**config.mk**
```make
export PLATFORM = sky130hd
export DESIGN_NAME = pipeline_hazard_controller
export DESIGN_NICKNAME = d
export VERILOG_FILES = /design/src/rtl/hazard_pkg.sv /design/src/rtl/load_use_detect.sv /design/src/rtl/pipeline_hazard_controller.sv
export SDC_FILE = /design/constraint.sdc
export NUM_CORES = 1
export LEC_CHECK = 0
export ABC_AREA = 1
export CELL_PAD_IN_SITES_DETAIL_PLACEMENT = 1
export CELL_PAD_IN_SITES_GLOBAL_PLACEMENT = 2
export CORE_ASPECT_RATIO = 0.6
export CORE_UTILIZATION = 27
export DETAILED_ROUTE_END_ITERATION = 7
export PLACE_DENSITY = 0.92
export SLEW_MARGIN = 40
export SYNTH_ARGS = -nofsm -noshare
export SYNTH_HDL_FRONTEND = slang
export SYNTH_SLANG_ARGS = --single-unit
export TNS_END_PERCENT = 20
```
**constraint.sdc**
```tcl
create_clock -name clk -period 2.1 [get_ports clk]
set_clock_uncertainty 0.1 [all_clocks]
set_input_delay 0.42 -clock clk [delete_from_list [all_inputs] [get_ports clk]]
set_output_delay 0.42 -clock clk [all_outputs]
set_load 0.03 [all_outputs]
```
**src/rtl/hazard_pkg.sv**
```systemverilog
// Shared types, default latencies and the load-use predicate for the
// pipeline hazard controller and anything that checks decoder behaviour.
package hazard_pkg;

  typedef enum logic {
    RUN     = 1'b0,
    MD_WAIT = 1'b1
  } hazard_state_t;

  localparam int MUL_LATENCY_DEF = 4;
  localparam int DIV_LATENCY_DEF = 32;

  // Register indices are zero-extended to this width before comparing, so one
  // predicate serves every register-file size up to 256 entries.
  localparam int REG_ADDR_W_MAX  = 8;

  // True when the ID instruction reads the register a load in EX is about to
  // write. x0 is never a real dependency.
  function automatic logic is_load_use(
    input logic                      mem_read,
    input logic [REG_ADDR_W_MAX-1:0] ex_rd,
    input logic [REG_ADDR_W_MAX-1:0] id_rs1,
    input logic                      uses_rs1,
    input logic [REG_ADDR_W_MAX-1:0] id_rs2,
    input logic                      uses_rs2
  );
    return mem_read && (ex_rd != {REG_ADDR_W_MAX{1'b0}}) &&
           ((uses_rs1 && (id_rs1 == ex_rd)) || (uses_rs2 && (id_rs2 == ex_rd)));
  endfunction

endpackage

```
**src/rtl/load_use_detect.sv**
```systemverilog
// Combinational load-use comparator between the ID and EX stages.
module load_use_detect
  import hazard_pkg::*;
#(
  parameter int REG_ADDR_W = 5
) (
  input  logic [REG_ADDR_W-1:0] id_rs1,
  input  logic [REG_ADDR_W-1:0] id_rs2,
  input  logic                  id_uses_rs1,
  input  logic                  id_uses_rs2,
  input  logic                  ex_mem_read,
  input  logic [REG_ADDR_W-1:0] ex_rd,
  output logic                  load_use
);

  logic [REG_ADDR_W_MAX-1:0] rs1_ext_s;
  logic [REG_ADDR_W_MAX-1:0] rs2_ext_s;
  logic [REG_ADDR_W_MAX-1:0] rd_ext_s;

  assign rs1_ext_s = REG_ADDR_W_MAX'(id_rs1);
  assign rs2_ext_s = REG_ADDR_W_MAX'(id_rs2);
  assign rd_ext_s  = REG_ADDR_W_MAX'(ex_rd);

  assign load_use = is_load_use(ex_mem_read, rd_ext_s, rs1_ext_s, id_uses_rs1,
                                rs2_ext_s, id_uses_rs2);

endmodule

```
**src/rtl/pipeline_hazard_controller.sv**
```systemverilog
// Stall/flush sequencer for the 5-stage pipeline: load-use stalls, multi-cycle
// mul/div occupancy of EX and taken-branch squashes. Control outputs respond
// in the same cycle as their inputs; only the FSM and counters are registered.
module pipeline_hazard_controller
  import hazard_pkg::*;
#(
  parameter int REG_ADDR_W  = 5,
  parameter int MUL_LATENCY = MUL_LATENCY_DEF,
  parameter int DIV_LATENCY = DIV_LATENCY_DEF,
  parameter int CNT_W       = 32
) (
  input  logic                  clk,
  input  logic                  rst,
  input  logic [REG_ADDR_W-1:0] ID_Rs1,
  input  logic [REG_ADDR_W-1:0] ID_Rs2,
  input  logic                  ID_UsesRs1,
  input  logic                  ID_UsesRs2,
  input  logic                  EX_MemRead,
  input  logic [REG_ADDR_W-1:0] EX_Rd,
  input  logic                  EX_MulDiv,
  input  logic                  EX_IsDiv,
  input  logic                  EX_BranchTaken,
  output logic                  PC_Stall,
  output logic                  IF_ID_Stall,
  output logic                  IF_ID_Flush,
  output logic                  ID_EX_Bubble,
  output logic                  ID_EX_Stall,
  output logic                  EX_MEM_Bubble,
  output logic                  MulDivStart,
  output logic                  MulDivDone,
  output logic [CNT_W-1:0]      StallCount
);

  // The down-counter must hold LATENCY-1 for whichever op is longer.
  localparam int MAX_LAT = (MUL_LATENCY > DIV_LATENCY) ? MUL_LATENCY : DIV_LATENCY;
  localparam int MD_W    = (MAX_LAT > 1) ? $clog2(MAX_LAT) : 1;

  localparam logic [MD_W-1:0]  MUL_RELOAD = MD_W'(MUL_LATENCY - 1);
  localparam logic [MD_W-1:0]  DIV_RELOAD = DIV_W_RELOAD_FIX(DIV_LATENCY);
  localparam logic [CNT_W-1:0] CNT_MAX    = {CNT_W{1'b1}};

  function automatic logic [MD_W-1:0] DIV_W_RELOAD_FIX(input int lat);
    return MD_W'(lat - 1);
  endfunction

  hazard_state_t   state_r;
  hazard_state_t   state_nxt_s;
  logic [MD_W-1:0] md_cnt_r;
  logic [MD_W-1:0] md_cnt_nxt_s;
  logic [CNT_W-1:0] stall_count_r;

  logic load_use_s;
  logic pc_stall_s;
  logic if_id_stall_s;
  logic if_id_flush_s;
  logic id_ex_bubble_s;
  logic id_ex_stall_s;
  logic ex_mem_bubble_s;
  logic md_start_s;
  logic md_done_s;

  load_use_detect #(
    .REG_ADDR_W (REG_ADDR_W)
  ) u_load_use_detect (
    .id_rs1      (ID_Rs1),
    .id_rs2      (ID_Rs2),
    .id_uses_rs1 (ID_UsesRs1),
    .id_uses_rs2 (ID_UsesRs2),
    .ex_mem_read (EX_MemRead),
    .ex_rd       (EX_Rd),
    .load_use    (load_use_s)
  );

  // Hazard decode: pick this cycle's stall/flush response and the next FSM state.
  always_comb begin
    pc_stall_s      = 1'b0;
    if_id_stall_s   = 1'b0;
    if_id_flush_s   = 1'b0;
    id_ex_bubble_s  = 1'b0;
    id_ex_stall_s   = 1'b0;
    ex_mem_bubble_s = 1'b0;
    md_start_s      = 1'b0;
    md_done_s       = 1'b0;
    state_nxt_s     = state_r;
    md_cnt_nxt_s    = md_cnt_r;
    if (rst) begin
      // Everything is held quiet while in reset; the registers clear below.
      state_nxt_s  = RUN;
      md_cnt_nxt_s = {MD_W{1'b0}};
    end else begin
      case (state_r)
        RUN: begin
          if (EX_MulDiv) begin
            // EX becomes occupied: freeze the front end, keep ID/EX held
            // rather than bubbled, and feed NOPs into MEM.
            md_start_s      = 1'b1;
            pc_stall_s      = 1'b1;
            if_id_stall_s   = 1'b1;
            id_ex_stall_s   = 1'b1;
            ex_mem_bubble_s = 1'b1;
            state_nxt_s     = MD_WAIT;
            md_cnt_nxt_s    = EX_IsDiv ? DIV_RELOAD : MUL_RELOAD;
          end else if (EX_BranchTaken) begin
            // The squash wins over load-use: the dependent instruction is
            // on the wrong path anyway.
            if_id_flush_s  = 1'b1;
            id_ex_bubble_s = 1'b1;
          end else if (load_use_s) begin
            pc_stall_s     = 1'b1;
            if_id_stall_s  = 1'b1;
            id_ex_bubble_s = 1'b1;
          end else begin
            state_nxt_s = RUN;
          end
        end
        MD_WAIT: begin
          if (md_cnt_r != {MD_W{1'b0}}) begin
            pc_stall_s      = 1'b1;
            if_id_stall_s   = 1'b1;
            id_ex_stall_s   = 1'b1;
            ex_mem_bubble_s = 1'b1;
            md_cnt_nxt_s    = md_cnt_r - MD_W'(1);
          end else begin
            // Result is in EX now; EX_MulDiv still reflects the finishing op
            // and must not retrigger.
            md_done_s   = 1'b1;
            state_nxt_s = RUN;
          end
        end
        default: begin
          state_nxt_s  = RUN;
          md_cnt_nxt_s = {MD_W{1'b0}};
        end
      endcase
    end
  end

  // FSM state, mul/div occupancy counter and saturating stall counter.
  always_ff @(posedge clk) begin
    if (rst) begin
      state_r       <= RUN;
      md_cnt_r      <= {MD_W{1'b0}};
      stall_count_r <= {CNT_W{1'b0}};
    end else begin
      state_r  <= state_nxt_s;
      md_cnt_r <= md_cnt_nxt_s;
      if (pc_stall_s && (stall_count_r != CNT_MAX)) begin
        stall_count_r <= stall_count_r + CNT_W'(1);
      end else begin
        stall_count_r <= stall_count_r;
      end
    end
  end

  assign PC_Stall      = pc_stall_s;
  assign IF_ID_Stall   = if_id_stall_s;
  assign IF_ID_Flush   = if_id_flush_s;
  assign ID_EX_Bubble  = id_ex_bubble_s;
  assign ID_EX_Stall   = id_ex_stall_s;
  assign EX_MEM_Bubble = ex_mem_bubble_s;
  assign MulDivStart   = md_start_s;
  assign MulDivDone    = md_done_s;
  // The counter only clears on a clock edge, so mask it while reset is held.
  assign StallCount    = rst ? {CNT_W{1'b0}} : stall_count_r;

endmodule
```
### After elaboration in Yosys (flattened, before gate mapping)

Cells that the tools add are included.

| word-level totals | value |
|---|---|
| output and inout port bits | 40 |
| register bits after elaboration | 38 |
| word-level logic and storage cells | 47 |
| input port bits | 23 |

| cells by class | value |
|---|---|
| bitwise gates (word level) | 1 |
| equal/unequal tests | 5 |
| add/subtract/negate cells | 2 |
| reductions and logical operators | 9 |
| multiplexer cells | 27 |

Operators by type and width:

| operator | count |
|---|---|
| 32-bit by 1-bit adder with 32-bit output, second input constant | 1 |
| 32-bit two-way mux | 1 |
| 32-bit inequality test, second input constant | 1 |
| 1-bit two-way mux | 20 |
| 5-bit two-way mux | 3 |
| 5-bit equality test | 2 |
| 5-bit case mux with 2 select lines | 1 |
| 8-bit nonzero test | 1 |
| 1-bit logical AND | 5 |
| 5-bit nonzero test | 1 |
| 5-bit by 1-bit subtractor with 5-bit output, second input constant | 1 |
| 1-bit case mux with 2 select lines | 2 |
| 2-bit by 1-bit inequality test with 1-bit output, second input constant | 1 |
| 2-bit inequality test, second input constant | 1 |
| 2-bit AND reduction | 1 |
| 1-bit logical OR | 1 |
| 1-bit NOT | 1 |

### Logic depth before layout (Yosys ltp)

| logic depth | value |
|---|---|
| depth in word-level cells | 10 |
| mapped depth | 12 |
| gate-level depth less buffers | 12 |

### By module

Synthesis repeated with hierarchy kept, for this count alone.

| unflattened totals | value |
|---|---|
| cells, all modules | 528 |
| area, all modules | 2,965.3 µm² |

Modules (own cells, without submodules):

| module | area an instance (µm²) | times used | cells an instance | seq. area each (µm²) |
|---|---|---|---|---|
| pipeline_hazard_controller | 2,748.9 | 1 | 474 | 760.7 |
| load_use_detect | 216.5 | 1 | 54 | 0.0 |

### Worst setup path after synthesis

Ideal clock, no wire load.

| path | value |
|---|---|
| path type | register to output |
| from | reg md_cnt_r[0] |
| to | out PC_Stall |
| path slack | -0.035 ns |
| cell stages (with the launch flop) | 10 |
| arrival time | 1.615 ns |
| buffers on the path | 2 |
| required time | 1.580 ns |
| cells stage by stage | dfxtp_1 > inv_1 > ha_1 > nand4_1 > nand2_1 > inv_2 > nand2_1 > nand2_4 > buf_2 > buf_4 |

| between the ends | value |
|---|---|
| longest elaborated chain between the ends | 4 |

Ends and longest elaborated chain:

| item | RTL line | source |
|---|---|---|
| start: declaration | pipeline_hazard_controller.sv:48 | `logic [MD_W-1:0] md_cnt_r;` |
| start signal: assignment | pipeline_hazard_controller.sv:142 | `md_cnt_r <= {MD_W{1'b0}};` |
| start signal: assignment | pipeline_hazard_controller.sv:146 | `md_cnt_r <= md_cnt_nxt_s;` |
| 5-bit nonzero test | pipeline_hazard_controller.sv:117 | `if (md_cnt_r != {MD_W{1'b0}}) begin` |
| 1-bit two-way mux | n/a |  |
| 1-bit case mux with 2 select lines | n/a |  |
| 1-bit two-way mux | n/a |  |
| end: declaration | pipeline_hazard_controller.sv:23 | `output logic PC_Stall,` |

Every way passes these cells.

### Final worst setup path

| path | value |
|---|---|
| from | reg md_cnt_r[1] |
| to | out MulDivDone |

| between the ends | value |
|---|---|
| longest elaborated chain between the ends | 4 |

Ends and longest elaborated chain:

| item | RTL line | source |
|---|---|---|
| 5-bit nonzero test | pipeline_hazard_controller.sv:117 |  |
| 1-bit two-way mux | pipeline_hazard_controller.sv:117 |  |
| 1-bit two-way mux | pipeline_hazard_controller.sv:91 | `case (state_r)` |
| 1-bit two-way mux | pipeline_hazard_controller.sv:86 | `if (rst) begin` |
| end: declaration | pipeline_hazard_controller.sv:30 | `output logic MulDivDone,` |

Every way passes these cells.

==> metrics.md <==
| Metric | Value |
|---|---|
| Fin nets | between 600 and 700 |
| ANT cells | 0 |
| Worst-Skew Late Latency | just under 0.3 ns |
| CTS clk-pin slew, worst paths | 0.06 ns |
| Largest family of logic cells by synthesized area | simple AND/OR/NAND/NOR gates |
| Vias | 3474 |
| Synth Area in Adders | 0.0121 |
| Post-Place Cell Area | 3870 um^2 |
| Slew margin rel. | 0.671 |
| Pin count of the biggest net entering global routing | 34 |
| Initial Util | 0.285 |
| Hpwl dp | slightly below 9000 um |
| Iter 0 DRT Violations | roughly 180 |
| H-tree depth | 2 |
| Reg2reg start | md_cnt_r[1] |
| CTS tree | done |
| Gate Count Post-Synth | 509 |
| Synthesis-to-finish area growth | 31.5% |
| Port Buffers | 62 |
| Number of flops mapped to enable cells by yosys | 0 |
| Min-Delay Path Class | reg -> reg |
| Final antenna-violating net count | 0 |
| Cell variety after synth | 29 |
| Max Fclk | around 480 MHz |
| Mean Syn Cell Area | between 6 and 7 um^2 |
| Initial DRT Pass Iterations | 4 |
| Global-route wire length before repair | approximately 18000 um |
| Yosys reg bits | 38 |
| Core box area | about 11000 um^2 |
| Rows | 29 |
| Hold Crit Endpoint | stall_count_r[6] |
| CTS Sinks | 38 |
| Setup Viol. Count Final | 0 |
| Design Area, Final | roughly 4100 um^2 |
| Footprint of the multi-input gates | between 1500 and 2000 um^2 |
| Cell leakage power | 1.72 nW |
| Setup ws final | between 0.01 and 0.015 ns |
| Worst-case hold slack | between 0.3 and 0.4 ns |
| Initial antenna violation count | 0 |
| CP Launch Type | flop |
| Max Transition Viols Final | 0 |
| Hold Vio Cnt, Final | 0 |
| Max Cap Viol | 0 |
| Hold Path Cell Cnt | 2 |
| Reg-to-reg endpoint | stall_count_r[2] |
| Synthesis warning total | 0 |
| Placed insts | a little over 700 |
| Cell Area, Synth | between 3000 and 4000 um^2 |
| Ys async rst share | 0 |
| Total GRT Usage | 0.197 |
| Boundary Pins | 63 |
| RSZ-0062 raised after global routing | true |
| Simple-gate share of the synthesized area | 0.461 |
| Top_reg_cell synth | dfxtp_1 |
| CP Class | reg -> out |
| PwrDens | 459 nW/um^2 |
| Clock Tree Buf Depth | 2 |
| Minimum clock period | ~2.1 ns |
| GPL Wtd Cong | around 0.85 |
| Root Buffer | clkbuf_16 |
| Most numerous cell in the Yosys netlist | nand2_1 |
| Synth area leaders | dfxtp_1 (25%), nand2_1 (16%), nor2_1 (10%) |
| Critical Path AT | 1.57 ns |
| DIE HEIGHT | roughly 85 um |
| Vias per cell | 4.77 |
| Grt total ovfl | 0 |
| Mux cell area share after synthesis | 0 |
| Post-Synth XOR/XNOR Area | 0.0453 |
| Residual DRC | 0 |
| R2R cell count | 11 |
| Routed WL per cell | 15.5 um |
| Drt total wl | between 10000 and 15000 um |
| Total power draw | roughly 1.9 mW |
| Register area share after synthesis | 0.246 |
| DP Worst Slack | -0.380 ns |
| Layout filler cell count | 1429 |
| Worst Tran Pin Value | slightly below 0.5 ns |
| Chip width | roughly 140 um |
| Fin crit share | 0.994 |
| Synth cell count leaders | nand2_1 (134), nor2_1 (82), inv_1 (60), nand3_1 (55), dfxtp_1 (38) |
| Final Non-Filler Cells | ~730 |
| Maximum VDD drop | between 0.2 and 0.3 mV |
| Net Count, Synth | ~540 |
| Share of the synthesized area in the top cell type | 0.246 |
| Full die area | between 10000 and 15000 um^2 |
| Area leader, netlist | dfxtp_1 |
| Hold Crit Start | stall_count_r[6] |
| Compound-Gate Fraction of Synth Area | 0.112 |
| Layout cells sized above 1 | 0.266 |
| Critical Path RT | around 1.6 ns |
| Reg area | 764 um^2 |
| Crit end category | output port |
| Hold-fix buffers, CTS | 0 |
| CTS buffer count | 5 |
| Largest fanout on the critical path | 3 |
| Status | finished clean |
| Vias in the first global route | 3557 |
| R2r setup slk | roughly 0.11 ns |
-- metrics by stage --
step                      setup TNS, ns   util
final                                 0  0.375
after global routing             -0.427  0.375
after CTS                             0  0.371
after detailed placement         -11.56  0.357
after global placement            -9.75  0.357
after floorplan                       0      -
-- cell type report --
cell class / count / area share
Inverter: 68 / 0.0628
Clock buffer: 5 / 0.0308
Timing Repair Buffer: 93 / 0.190
Sequential cell: 38 / 0.188
Tap cell: 139 / 0.0428
Multi-Input combinational cell: 384 / 0.483
Clock inverter: 2 / 0.00246
-- state kept, by name, summed over array words and instances (netlist names) --
signal and count:
stall_count_r 32, md_cnt_r 5, state_r 1
-- layout by cell type (no fill, tap or decap), types with 2 or more instances in the layout --
cell,n
xor2_1,15
buf_2,2
buf_4,56
a21oi_1,6
nand2_1,132
nand4_1,7
nand2_2,24
inv_2,14
clkdlybuf4s50_1,7
o21ai_0,5
nand2_4,2
a31oi_1,2
buf_6,5
nor2_1,80
dlymetal6s2s_1,2
nor2_4,2
nor3_2,3
dfxtp_1,35
dfxtp_2,3
a21oi_2,30
nand3_1,55
clkbuf_16,5
clkdlybuf4s15_1,3
inv_1,54
ha_1,2
nor3_1,9
dlygate4sd2_1,16
clkinv_2,2
nor2_2,4
clkdlybuf4s15_2,2
-- critical path: stages, from the launching register on --
cell and delay, ns:
dfxtp_2 0.32, inv_2 0.06, ha_2 0.15, nand4_1 0.17
buf_4 0.19, buf_4 0.12, nor2_1 0.09, buf_4 0.17
-- kinds of logic after synthesis --
logic type      after synthesis
simple gates                320
buf+inv                      87
compound gates               45
flops                        38
xor+xnor                     16
fa+ha+maj                     3
-- how the worst max path moves through the flow --
stage          slack, ns                end         from  cells past startpoint
2_1_floorplan       0.06       ID_EX_Bubble          rst                      3
3_3_place_gp       -0.31        IF_ID_Stall     EX_Rd[4]                     10
3_5_place_dp       -0.38  stall_count_r[24]     EX_Rd[4]                     12
4_1_cts            0.001        ID_EX_Stall    EX_MulDiv                      8
5_1_grt            -0.07         MulDivDone  md_cnt_r[1]                      7
6_report            0.01         MulDivDone  md_cnt_r[1]                      7
-- per-layer routing --
layer | global-route usage | up-vias | share of wire
met5 | 0 | - | 0
met4 | 0.0430 | 0 | 0.0063
met3 | 0.0299 | 9 | 0.039
met2 | 0.293 | 53 | 0.41
met1 | 0.296 | 1661 | 0.54
li1 | - | 1751 | -
-- power breakdown --
group,internal (mW),total (mW),leakage [nW],switching [mW]
Clock,0.430,0.754,0.0694,0.324
Combinational,0.136,0.358,1.34,0.222
Sequential,0.740,0.753,0.309,0.0134
Total,1.31,1.87,1.72,0.560
-- timing repair --
item | 4_1_cts | 5_1_grt
hold endpoints to repair | 0 | 0
setup endpoints to repair | 42 | 26
pin swaps | 16 | 6
cloned | 0 | 0
gates resized for setup | 41 | 12
buffers inserted | 5 | 1
(Power assumes the default switching activity.)
